### config.mk
export PLATFORM = sky130hd
export DESIGN_NAME = mcs_bridge_ws
export DESIGN_NICKNAME = d
export VERILOG_FILES = /design/src/rtl/mcs_brg_pkg.sv /design/src/rtl/mcs_brg_timeout.sv /design/src/rtl/mcs_bridge_ws.sv
export SDC_FILE = /design/constraint.sdc
export NUM_CORES = 1
export LEC_CHECK = 0
export BUFFER_PORTS_ARGS = -buffer_cell sky130_fd_sc_hd__buf_2
export CORE_MARGIN = 2
export CORE_UTILIZATION = 32
export CTS_BUF_LIST = sky130_fd_sc_hd__clkbuf_16
export DETAILED_ROUTE_END_ITERATION = 7
export MAX_ROUTING_LAYER = met4
export RECOVER_POWER = 25
export SYNTH_ARGS = -nofsm -noshare
export SYNTH_HDL_FRONTEND = slang
export SYNTH_HIERARCHICAL = 1
export SYNTH_SLANG_ARGS = --single-unit
### constraint.sdc
create_clock -name clk -period 2.13 [get_ports clk]
set_clock_uncertainty 0.15 [all_clocks]
set_input_delay 0.426 -clock clk [delete_from_list [all_inputs] [get_ports clk]]
set_output_delay 0.426 -clock clk [all_outputs]
set_load 0.01 [all_outputs]
### src/rtl/mcs_brg_pkg.sv
// Shared types and constants for the wait-state MCS-to-FPro bridge.
// Timeout logic is compiled in only when MCS_BRG_TIMEOUT_EN is defined.
package mcs_brg_pkg;

    typedef enum logic [1:0] {
        IDLE   = 2'd0,
        ACCESS = 2'd1,
        RESP   = 2'd2
    } brg_state_t;

    localparam logic [31:0] BRG_ERR_DATA = 32'hDEAD_BEEF;
    localparam int          BRG_PAGE_MSB = 31;
    localparam int          BRG_PAGE_LSB = 24;

    // Region index width; a single region still needs one index bit.
    function automatic int rg_width(input int n);
        return (n <= 2) ? 1 : $clog2(n);
    endfunction

endpackage

### src/rtl/mcs_brg_timeout.sv
// Access watchdog: counts stalled ACCESS cycles, flags expiry and keeps a
// saturating count of expired accesses. Used only under MCS_BRG_TIMEOUT_EN.
module mcs_brg_timeout #(
    parameter int TIMEOUT = 255
) (
    input  logic       clk,
    input  logic       rst_n,
    input  logic       clr,
    input  logic       en,
    output logic       expire,
    output logic [7:0] err_cnt
);

    logic [15:0] to_cnt_q, to_cnt_d;
    logic [7:0]  err_cnt_q, err_cnt_d;

    always_comb begin
        expire    = en && (to_cnt_q == 16'(TIMEOUT - 1));
        to_cnt_d  = to_cnt_q;
        err_cnt_d = err_cnt_q;
        if (clr) begin
            to_cnt_d = '0;
        end else if (en) begin
            to_cnt_d = to_cnt_q + 16'd1;
        end
        if (expire && (err_cnt_q != 8'hFF)) begin
            err_cnt_d = err_cnt_q + 8'd1;
        end
    end

    always_ff @(posedge clk or negedge rst_n) begin
        if (!rst_n) begin
            to_cnt_q  <= '0;
            err_cnt_q <= '0;
        end else begin
            to_cnt_q  <= to_cnt_d;
            err_cnt_q <= err_cnt_d;
        end
    end

    assign err_cnt = err_cnt_q;

endmodule

### src/rtl/mcs_bridge_ws.sv
// MCS IO bus to FPro bus bridge with per-region chip selects and wait states.
// Define MCS_BRG_TIMEOUT_EN to force completion of accesses that never get ready.
module mcs_bridge_ws
    import mcs_brg_pkg::*;
#(
    parameter logic [31:0] BRG_BASE = 32'hC000_0000,
    parameter int          N_REGION = 2,
    parameter int          ADDR_W   = 21,
    parameter int          TIMEOUT  = 255
) (
    input  logic                   clk,
    input  logic                   reset_n,
    input  logic                   io_addr_strobe,
    input  logic                   io_read_strobe,
    input  logic                   io_write_strobe,
    input  logic [3:0]             io_byte_enable,
    input  logic [31:0]            io_address,
    input  logic [31:0]            io_write_data,
    output logic [31:0]            io_read_data,
    output logic                   io_ready,
    output logic [N_REGION-1:0]    fp_cs,
    output logic                   fp_wr,
    output logic                   fp_rd,
    output logic [ADDR_W-1:0]      fp_addr,
    output logic [3:0]             fp_be,
    output logic [31:0]            fp_wr_data,
    input  logic [32*N_REGION-1:0] fp_rd_data,
    input  logic [N_REGION-1:0]    fp_ready,
    output logic [7:0]             err_cnt,
    output brg_state_t             dbg_state
);

    localparam int RG_W = rg_width(N_REGION);

    brg_state_t          state_q, state_d;
    logic [RG_W-1:0]     rg_q, rg_d;
    logic [N_REGION-1:0] cs_q, cs_d;
    logic                rd_q, rd_d, wr_q, wr_d, ready_q, ready_d;
    logic [ADDR_W-1:0]   addr_q, addr_d;
    logic [3:0]          be_q, be_d;
    logic [31:0]         wdata_q, wdata_d, rdata_q, rdata_d;

    logic [RG_W-1:0] rg_in;
    logic            hit, sel_ready, expire, to_clr;

    assign rg_in     = io_address[23 -: RG_W];
    assign hit       = (io_address[BRG_PAGE_MSB:BRG_PAGE_LSB] == BRG_BASE[BRG_PAGE_MSB:BRG_PAGE_LSB])
                       && (int'(rg_in) < N_REGION);
    assign sel_ready = fp_ready[rg_q];

    always_comb begin
        state_d = state_q;
        rg_d    = rg_q;
        cs_d    = cs_q;
        rd_d    = rd_q;
        wr_d    = wr_q;
        addr_d  = addr_q;
        be_d    = be_q;
        wdata_d = wdata_q;
        rdata_d = rdata_q;
        ready_d = 1'b0;
        to_clr  = 1'b0;
        case (state_q)
            IDLE: begin
                if (io_addr_strobe) begin
                    addr_d  = io_address[ADDR_W+1:2];
                    be_d    = io_byte_enable;
                    wdata_d = io_write_data;
                    if (hit) begin
                        state_d     = ACCESS;
                        rg_d        = rg_in;
                        to_clr      = 1'b1;
                        cs_d        = '0;
                        cs_d[rg_in] = 1'b1;
                        wr_d        = io_write_strobe;
                        rd_d        = io_read_strobe && !io_write_strobe;
                    end else begin
                        // Unmapped page: answer immediately with zero data.
                        state_d = RESP;
                        ready_d = 1'b1;
                        rdata_d = '0;
                    end
                end
            end
            ACCESS: begin
                if (sel_ready || expire) begin
                    state_d = RESP;
                    ready_d = 1'b1;
                    cs_d    = '0;
                    rd_d    = 1'b0;
                    wr_d    = 1'b0;
                    if (!sel_ready) begin
                        rdata_d = BRG_ERR_DATA;
                    end else if (rd_q) begin
                        rdata_d = fp_rd_data[32*int'(rg_q) +: 32];
                    end
                end
            end
            RESP:    state_d = IDLE;
            default: state_d = IDLE;
        endcase
    end

    always_ff @(posedge clk or negedge reset_n) begin
        if (!reset_n) begin
            state_q <= IDLE;
            rg_q    <= '0;
            cs_q    <= '0;
            rd_q    <= 1'b0;
            wr_q    <= 1'b0;
            addr_q  <= '0;
            be_q    <= '0;
            wdata_q <= '0;
            rdata_q <= '0;
            ready_q <= 1'b0;
        end else begin
            state_q <= state_d;
            rg_q    <= rg_d;
            cs_q    <= cs_d;
            rd_q    <= rd_d;
            wr_q    <= wr_d;
            addr_q  <= addr_d;
            be_q    <= be_d;
            wdata_q <= wdata_d;
            rdata_q <= rdata_d;
            ready_q <= ready_d;
        end
    end

`ifdef MCS_BRG_TIMEOUT_EN
    mcs_brg_timeout #(.TIMEOUT(TIMEOUT)) u_timeout (
        .clk     (clk),
        .rst_n   (reset_n),
        .clr     (to_clr),
        .en      ((state_q == ACCESS) && !sel_ready),
        .expire  (expire),
        .err_cnt (err_cnt)
    );
`else
    localparam int unused_timeout = TIMEOUT;
    logic unused_to_clr;
    assign unused_to_clr = to_clr;
    assign expire        = 1'b0;
    assign err_cnt       = '0;
`endif

    logic unused_addr_lsb;
    assign unused_addr_lsb = ^io_address[1:0];

    assign io_read_data = rdata_q;
    assign io_ready     = ready_q;
    assign fp_cs        = cs_q;
    assign fp_rd        = rd_q;
    assign fp_wr        = wr_q;
    assign fp_addr      = addr_q;
    assign fp_be        = be_q;
    assign fp_wr_data   = wdata_q;
    assign dbg_state    = state_q;

endmodule
# Word level (Yosys, flattened, before mapping)
# Index checks and enable logic that the tools add are counted.
# classes
addsub	0
multipliers	0
div	0
n_lt_le_gt_ge	3
n_eq_ne	7
shift	1
n_mux	28
bitwise_logic	0
n_reduce_logical	10
# ops
cell	count
$mux 32	4
$pmux 32 s2	1
$shiftx 64x7->32	1
$mux 2	6
$mux 1	11
$ne 2x2->1 const B	5
$eq 8x8->1 const B	1
$pmux 2 s2	2
$pmux 1 s2	3
$reduce_and 5->1	1
$lt 1x2->1 const B	2
$reduce_and 2->1	2
$reduce_and 4->1	1
$reduce_and 3->1	1
$eq 2x1->1 const B	1
$logic_and 1x1->1	2
$logic_not 2->1	1
$reduce_bool 2->1	1
$demux 1 s1	1
$ge 1x1->1 const B	1
$logic_not 1->1	1
# word_totals
reg_bits	97
latch_bits	0
ramBits	0
romBits	0
mem_count	0

# Logic depth before layout (Yosys ltp)
# Gate-level depths: netlist (run 1).
# logic_depth
word_depth	7
ltp_mapped	6
mapped_depth_nobuf	3

# Least setup slack after synthesis (run 1)
# OpenSTA, ideal clock, no wires.
# synth_timing
path_kind	reg-to-reg
startpoint	register state_q[0], in the netlist dbg_state[0]
endpoint	register addr_q[14], in the netlist fp_addr[14]
arrival_time_ns	1.496
slack_ns	0.359
path_stages_with_launch	6
n_path_buf	3
synth_period_minus_slack_ns	1.771
path_cell_list	dfrtp_1 > buf_4 > nor3b_4 > buf_4 > buf_6 > mux2_2
# synth_via
elab_chain_len	2
# synth_rtl
item	line	rtl
start, declared	mcs_bridge_ws.sv:35	brg_state_t state_q, state_d;
start signal, assigned	mcs_bridge_ws.sv:117	state_q <= state_d;
$logic_not 2->1	mcs_bridge_ws.sv:63	case (state_q)
$reduce_and 2->1 (no source line)	--	
end signal, assigned	mcs_bridge_ws.sv:122	addr_q <= addr_d;
end, declared	mcs_bridge_ws.sv:39	logic [ADDR_W-1:0] addr_q, addr_d;
# Every way passes these cells.
# A chain may end at the register's enable or synchronous reset.

# Final worst setup path (run 1)
# layout_timing
startpoint	register state_q[0], in the netlist dbg_state[0]
endpoint	register rdata_q[15], in the netlist io_read_data[15]
# layout_via
elab_chain_len	3
# layout_rtl
item	line	rtl
$eq 2x1->1 or $logic_not 2->1 (tied branches)	mcs_bridge_ws.sv:63	
$ne 2x2->1 (no source line) or $reduce_bool 2->1 (tied branches)	--	
$reduce_and 5->1 (no source line)	--	
end signal, assigned	mcs_bridge_ws.sv:125	rdata_q <= rdata_d;
end, declared	mcs_bridge_ws.sv:41	logic [31:0] wdata_q, wdata_d, rdata_q, rdata_d;
# Parallel ways exist; a longest one is shown, timed or not.

==> impl_metrics.env, run 1 <==
export IMPL_cp_required_ps=2180
export IMPL_reg2reg_depth=4
export IMPL_status="finished clean"
export IMPL_ys_async_sr_fraction=1.000
export IMPL_routed_via_count=3359
export IMPL_ios=243
export IMPL_design_area_mm2=0.005806
export IMPL_grt_pass1_vias=3441
export IMPL_tightest_slew_ps=741.8
export IMPL_drc=0
export IMPL_path_buf_inv=1
export IMPL_gr_total_overflow=0
export IMPL_power_density_mw_per_mm2=772.7
export IMPL_holdCritStartpoint="io_address[23]"
export IMPL_syn_area_mm2=0.004197
export IMPL_p_int_mw=3.318
export IMPL_cts_sinks=97
export IMPL_path_class="reg -> reg"
export IMPL_cp_end_kind="flip-flop"
export IMPL_busiest_layer="met2"
export IMPL_drive_above_1_share=0.5872
export IMPL_postSynthAreaPerCell_um2=13.36
export IMPL_placed_area_mm2=0.005514
export IMPL_p_comb_frac=0.169
export IMPL_ys_ff_latch=97
export IMPL_worstPathArrival_ps=1940
export IMPL_slew_violations=0
export IMPL_cp_max_fo=32
export IMPL_post_route_util=0.4563
export IMPL_power_switching_mw=1.168
export IMPL_initial_core_util=0.3299
export IMPL_wl_per_cell_um=15.04
export IMPL_dpl_cell_count=700
export IMPL_ys_types=30
export IMPL_crit_path_start_kind="flip-flop"
export IMPL_netSwitchingFraction=0.2603
export IMPL_cts_tree="yes"
export IMPL_grt_max_degree=55
export IMPL_antenna_found_initial=0
export IMPL_clock_path_buffers=2
export IMPL_finalCriticalPeriod_ps=1891
export IMPL_worstPathCellList="nor3b_4 > a21boi_2 > buf_4 > o22ai_1"
export IMPL_synth_warnings=6
export IMPL_hold_path_end="fp_cs[0]$_DFFE_PN0P_"
export IMPL_timing_max_cap_violations=0
export IMPL_ys_seq_area_frac=0.5784
export IMPL_fin_crit_sh=0.8877
export IMPL_pwr_share_seq=0.468
export IMPL_rrSetupSlack_ps=240
export IMPL_ir_drop_uv=565.3
export IMPL_coreArea_mm2=0.01272
export IMPL_slowest_delay_ps=480
export IMPL_use_met1=0.1899
export IMPL_hold_ws_ps=124.8
export IMPL_nFillCells=1226
export IMPL_wl_um=10780
export IMPL_r2r_end="io_read_data[15]$_DFFE_PN0P_"
export IMPL_ant_nets=0
export IMPL_grt_usage=0.1593
export IMPL_hold_class="in -> reg"
export IMPL_met3_usage=0.04392
export IMPL_post_cts_buffers=0
export IMPL_num_antenna_cells=0
export IMPL_grt_use_met2=0.2507
export IMPL_final_hold_viol_count=0
export IMPL_port_buffers=232
export IMPL_area_growth_syn_to_layout_pct=38.34
export IMPL_nets=679
export IMPL_crit_slowest_cell="dfrtp_1"
export IMPL_dieWidth_um=118.5
export IMPL_cts_buffers_inserted=9
export IMPL_synth_edf_count=0
export IMPL_tns_ps=0
export IMPL_clock_fmax_mhz=528.9
export IMPL_htree_levels=3
export IMPL_clk_latency_ps=350
export IMPL_dp_hpwl_um=7938
export IMPL_gp_congestion=0.7250
export IMPL_viasPerCell=4.685
export IMPL_crit_start="dbg_state[0]$_DFFE_PN0P_"
export IMPL_finalSetupViolCount=0
export IMPL_crit_family="flip-flops"
export IMPL_pwr_share_clk=0.363
export IMPL_relSlewSlack=0.5055
export IMPL_cts_root_buf="clkbuf_16"
export IMPL_timing_rr_start="dbg_state[0]$_DFFE_PN0P_"
export IMPL_hold_depth=2
export IMPL_first_pass_iters=4
export IMPL_rsz0062_at_grt="false"
export IMPL_p_leak_nw=2.863
export IMPL_path_clk_slew_ps=70
export IMPL_synth_cells=314
export IMPL_rows=41
export IMPL_die_y_um=118.5
export IMPL_die_area_mm2=0.01405
export IMPL_finalNonFillerCells=717
export IMPL_grt_pass1_wl_um=17350
export IMPL_first_iter_violations=145
export IMPL_ys_flop_type="dfrtp_1"
-- cell usage after synthesis, drive strengths merged, types with 2 or more instances --
cell	instances	area share
mux2	58	0.16
inv	3	0.0027
buf	26	0.041
o21ai	35	0.042
clkbuf	7	0.0063
mux2i	36	0.086
dfrtp	97	0.58
o21bai	2	0.0036
o22ai	32	0.048
-- cells in the final DEF (no fill, tap or decap), types with 3 or more instances in the layout --
cell	count
mux2_2	57
mux2i_1	35
dfrtp_1	96
conb_1	8
o21ai_0	35
inv_1	3
o22ai_1	32
buf_4	5
buf_2	231
clkbuf_16	9
-- layer usage --
layer / vias up / routed length (µm)
met5: - / 0
met1: 1604 / 4382
li1: 1579 / -
met2: 163 / 5210
met4: 0 / 218
met3: 13 / 973
-- how the worst max path moves through the flow --
stage / depth (start not counted) / slack, ps / end
5_1_grt: 4 / 120 / io_read_data[23]$_DFFE_PN0P_
3_5_place_dp: 4 / -50 / io_read_data[30]$_DFFE_PN0P_
3_3_place_gp: 4 / 30 / io_read_data[3]$_DFFE_PN0P_
2_1_floorplan: 5 / 360 / fp_addr[14]$_DFFE_PN0N_
4_1_cts: 3 / 10 / io_read_data[30]$_DFFE_PN0P_
6_report: 4 / 240 / io_read_data[15]$_DFFE_PN0P_
-- registers in the layout, indices dropped and copies added, names as in the netlist --
| name | cells |
|---|---|
| fp_wr_data | 32 |
| io_ready | 1 |
| io_read_data | 32 |
| fp_rd | 1 |
| fp_wr | 1 |
| dbg_state | 2 |
| fp_addr | 21 |
| fp_be | 4 |
| fp_cs | 2 |
| rg_q | 1 |
-- final cells by class --
| cell class | count | area [µm²] | share of cell area |
|---|---|---|---|
| inverter | 3 | 11.26 | 0.001940 |
| clock buffer | 9 | 225.2 | 0.03879 |
| clock inverter | 7 | 71.32 | 0.01228 |
| timing repair buffer | 241 | 1256 | 0.2164 |
| sequential | 97 | 2429 | 0.4183 |
| multi-input combinational | 188 | 1598 | 0.2752 |
| tap | 172 | 215.2 | 0.03707 |
-- power groups by stage --
stage | Sequential, mW | Clock, mW | Combinational [mW]
3_3_place_gp | 2.12 | 0 | 0.762
3_5_place_dp | 2.13 | 0 | 0.777
6_report | 2.10 | 1.63 | 0.758
4_1_cts | 2.10 | 1.67 | 0.779
2_1_floorplan | 2.21 | 0 | 0.298
5_1_grt | 2.12 | 1.75 | 0.829
-- logic make-up after synthesis --
kind of cell	count (synthesis)	synth area share
other cells	1	0.0008936
compound gates	74	0.1026
mux	94	0.2415
buf+inv	36	0.05009
simple gates	12	0.02654
flops	97	0.5784
-- worst register-to-register path, delay by kind of cell (launching register included) --
kind,cells,cell delay (ps)
and+or+nand+nor,1,360
AOI/OAI and AO/OA,2,400
buffers and inverters,1,350
DFF,1,480
-- repair_timing --
action                                  CTS  global route
endpoints found under the setup margin    0            32
gates resized for setup                   0             1
hold endpoints to repair                 16             0
hold buffers                              1             0
-- metrics by stage --
step,worst slack (ps),power (mW)
after detailed placement,-54.17,2.907
after global placement,29.95,2.885
after global routing,118.6,4.703
final,239.1,4.486
after floorplan,359.3,2.511
after CTS,13.57,4.553
No activity file was read; power rests on OpenSTA's default activity.
==> run 2: changes to the inputs <==
- clock period: 2.13 -> 1.74 ns (I/O delays scaled with it)
==> run 2 against run 1 <==
  * Via count up 1.6%
  * Critical path depth unchanged
  * Worst hold slack worse by 44 ps
  * Global-route usage up 0.88 points
  * Final cell count up 1.3%
  * Register-to-register slack worse by 170 ps
==> impl_metrics.env, run 2 (synthesized netlist as in run 1, its figures left out) <==
export IMPL_status="finished clean"
export IMPL_cpMostUsedCell="buf_12"
export IMPL_cp_required_ps=1820
export IMPL_cts_root_buf="clkbuf_16"
export IMPL_crit_slowest_cell="dfrtp_1"
export IMPL_wl_per_cell_um=15.21
export IMPL_power_density_mw_per_mm2=948.9
export IMPL_routed_via_count=3413
export IMPL_layout_common_cells="buf_2, dfrtp_1, mux2_2"
export IMPL_hold_class="in -> reg"
export IMPL_first_pass_iters=4
export IMPL_post_cts_buffers=0
export IMPL_finalPower_mw=5.635
export IMPL_tns_ps=0
export IMPL_crit_path_start_kind="flip-flop"
export IMPL_clock_fmax_mhz=598.3
export IMPL_cp_max_fo=27
export IMPL_antenna_found_initial=0
export IMPL_dpl_cell_count=709
export IMPL_die_y_um=118.5
export IMPL_mostFrequentLayoutCell="buf_2"
export IMPL_rows=41
export IMPL_num_antenna_cells=0
export IMPL_clock_path_buffers=2
export IMPL_cts_sinks=97
export IMPL_grt_pass1_wl_um=18240
export IMPL_htree_levels=3
export IMPL_post_cts_resized=0
export IMPL_p_leak_nw=2.939
export IMPL_finalCriticalPeriod_ps=1671
export IMPL_slowest_delay_ps=450
export IMPL_ant_nets=0
export IMPL_worstPathArrival_ps=1750
export IMPL_postLayoutSetupSlackWorst_ps=68.72
export IMPL_viasPerCell=4.701
export IMPL_cts_tree="yes"
export IMPL_clk_latency_ps=340
export IMPL_port_buffers=232
export IMPL_path_buf_inv=2
export IMPL_nets=688
export IMPL_cts_buffers_inserted=9
export IMPL_finalSetupViolCount=0
export IMPL_die_area_mm2=0.01405
export IMPL_fin_crit_sh=0.9605
export IMPL_cp_end_kind="flip-flop"
export IMPL_first_iter_violations=137
export IMPL_slew_violations=0
export IMPL_finalNonFillerCells=726
export IMPL_gp_congestion=0.7014
export IMPL_timing_max_cap_violations=0
export IMPL_drive_above_1_share=0.5939
export IMPL_drc=0
export IMPL_path_clk_slew_ps=70
export IMPL_grt_usage=0.1681
export IMPL_worstPathCellList="nor3b_4 > buf_12 > buf_12 > mux2_2"
export IMPL_ir_drop_uv=616.8
export IMPL_dieWidth_um=118.5
export IMPL_gr_total_overflow=0
export IMPL_rsz0062_at_grt="false"
export IMPL_dp_hpwl_um=8195
export IMPL_final_hold_viol_count=0
export IMPL_grt_max_degree=43
export IMPL_crit_family="flip-flops"
export IMPL_initial_core_util=0.3299
export IMPL_wl_um=11040
export IMPL_path_class="reg -> reg"
export IMPL_area_growth_syn_to_layout_pct=41.50
export IMPL_ios=243
export IMPL_grt_pass1_vias=3665
export IMPL_dp_slack_ps=76.35
export IMPL_coreArea_mm2=0.01272
[run 2: changes by cell type in the layout (fill, tap and decap cells not counted), sizes merged]
cell      before  now
buf          238  248
bufinv         1    2
clkbuf        11   10
clkinvlp       2    1
[run 2: cell type report]
class / count / area (µm²)
fill: 1243 / 6784
sequential: 97 / 2429
multi-input combinational: 188 / 1598
timing repair buffer: 250 / 1365
clock buffer: 9 / 225.2
tap: 172 / 215.2
clock inverter: 7 / 95.09
inverter: 3 / 11.26
[run 2: per-layer routing]
metal	share of wire	global-route usage	wire length (µm)	vias up
li1	-	-	-	1603
met1	0.40	0.1913	4393	1638
met2	0.50	0.2814	5534	159
met3	0.085	0.04923	938	13
met4	0.016	0.06250	175	0
met5	0	-	0	-
[run 2: final timing paths]
path | startpoint | endpoint | slack (ps) | cells past startpoint
worst min register to register | fp_addr[10]$_DFFE_PN0N_ | fp_addr[10]$_DFFE_PN0N_ | 350 | 1
worst max register to register | dbg_state[1]$_DFFE_PN0P_ | fp_addr[7]$_DFFE_PN0N_ | 70 | 4
worst max-delay path | dbg_state[1]$_DFFE_PN0P_ | fp_addr[7]$_DFFE_PN0N_ | 70 | 4
max in group asynchronous | reset_n | io_read_data[1]$_DFFE_PN0P_ | 250 | 3
worst min-delay path | io_write_data[18] | fp_wr_data[18]$_DFFE_PN0N_ | 80 | 2
min in group asynchronous | reset_n | fp_addr[9]$_DFFE_PN0N_ | 340 | 2
[run 2: worst reg2reg max path: cells and delay by family, from the launching register on]
| family | cells | cell delay (ps) |
|---|---|---|
| flip-flops | 1 | 450 |
| multiplexers | 1 | 370 |
| AND/OR/NAND/NOR | 1 | 250 |
| buffers and inverters | 2 | 330 |
[run 2: stage by stage]
step	utilization	hold WS (ps)	area, µm²
2_1_floorplan	-	-97.59	4227
3_3_place_gp	0.4427	89.27	5632
3_5_place_dp	0.4427	96.81	5632
4_1_cts	0.4686	67.15	5962
5_1_grt	0.4668	70.17	5938
6_report	0.4668	80.99	5938
[run 2: timing repair]
item | in CTS | in global routing
hold buffers | 1 | 0
hold endpoints to repair | 17 | 0
setup endpoints to repair | 0 | 0
[run 2: where the power goes]
group | internal (mW) | switching [mW]
clock | 1.26 | 0.847
combinational | 0.506 | 0.453
sequential | 2.46 | 0.106
total | 4.23 | 1.41
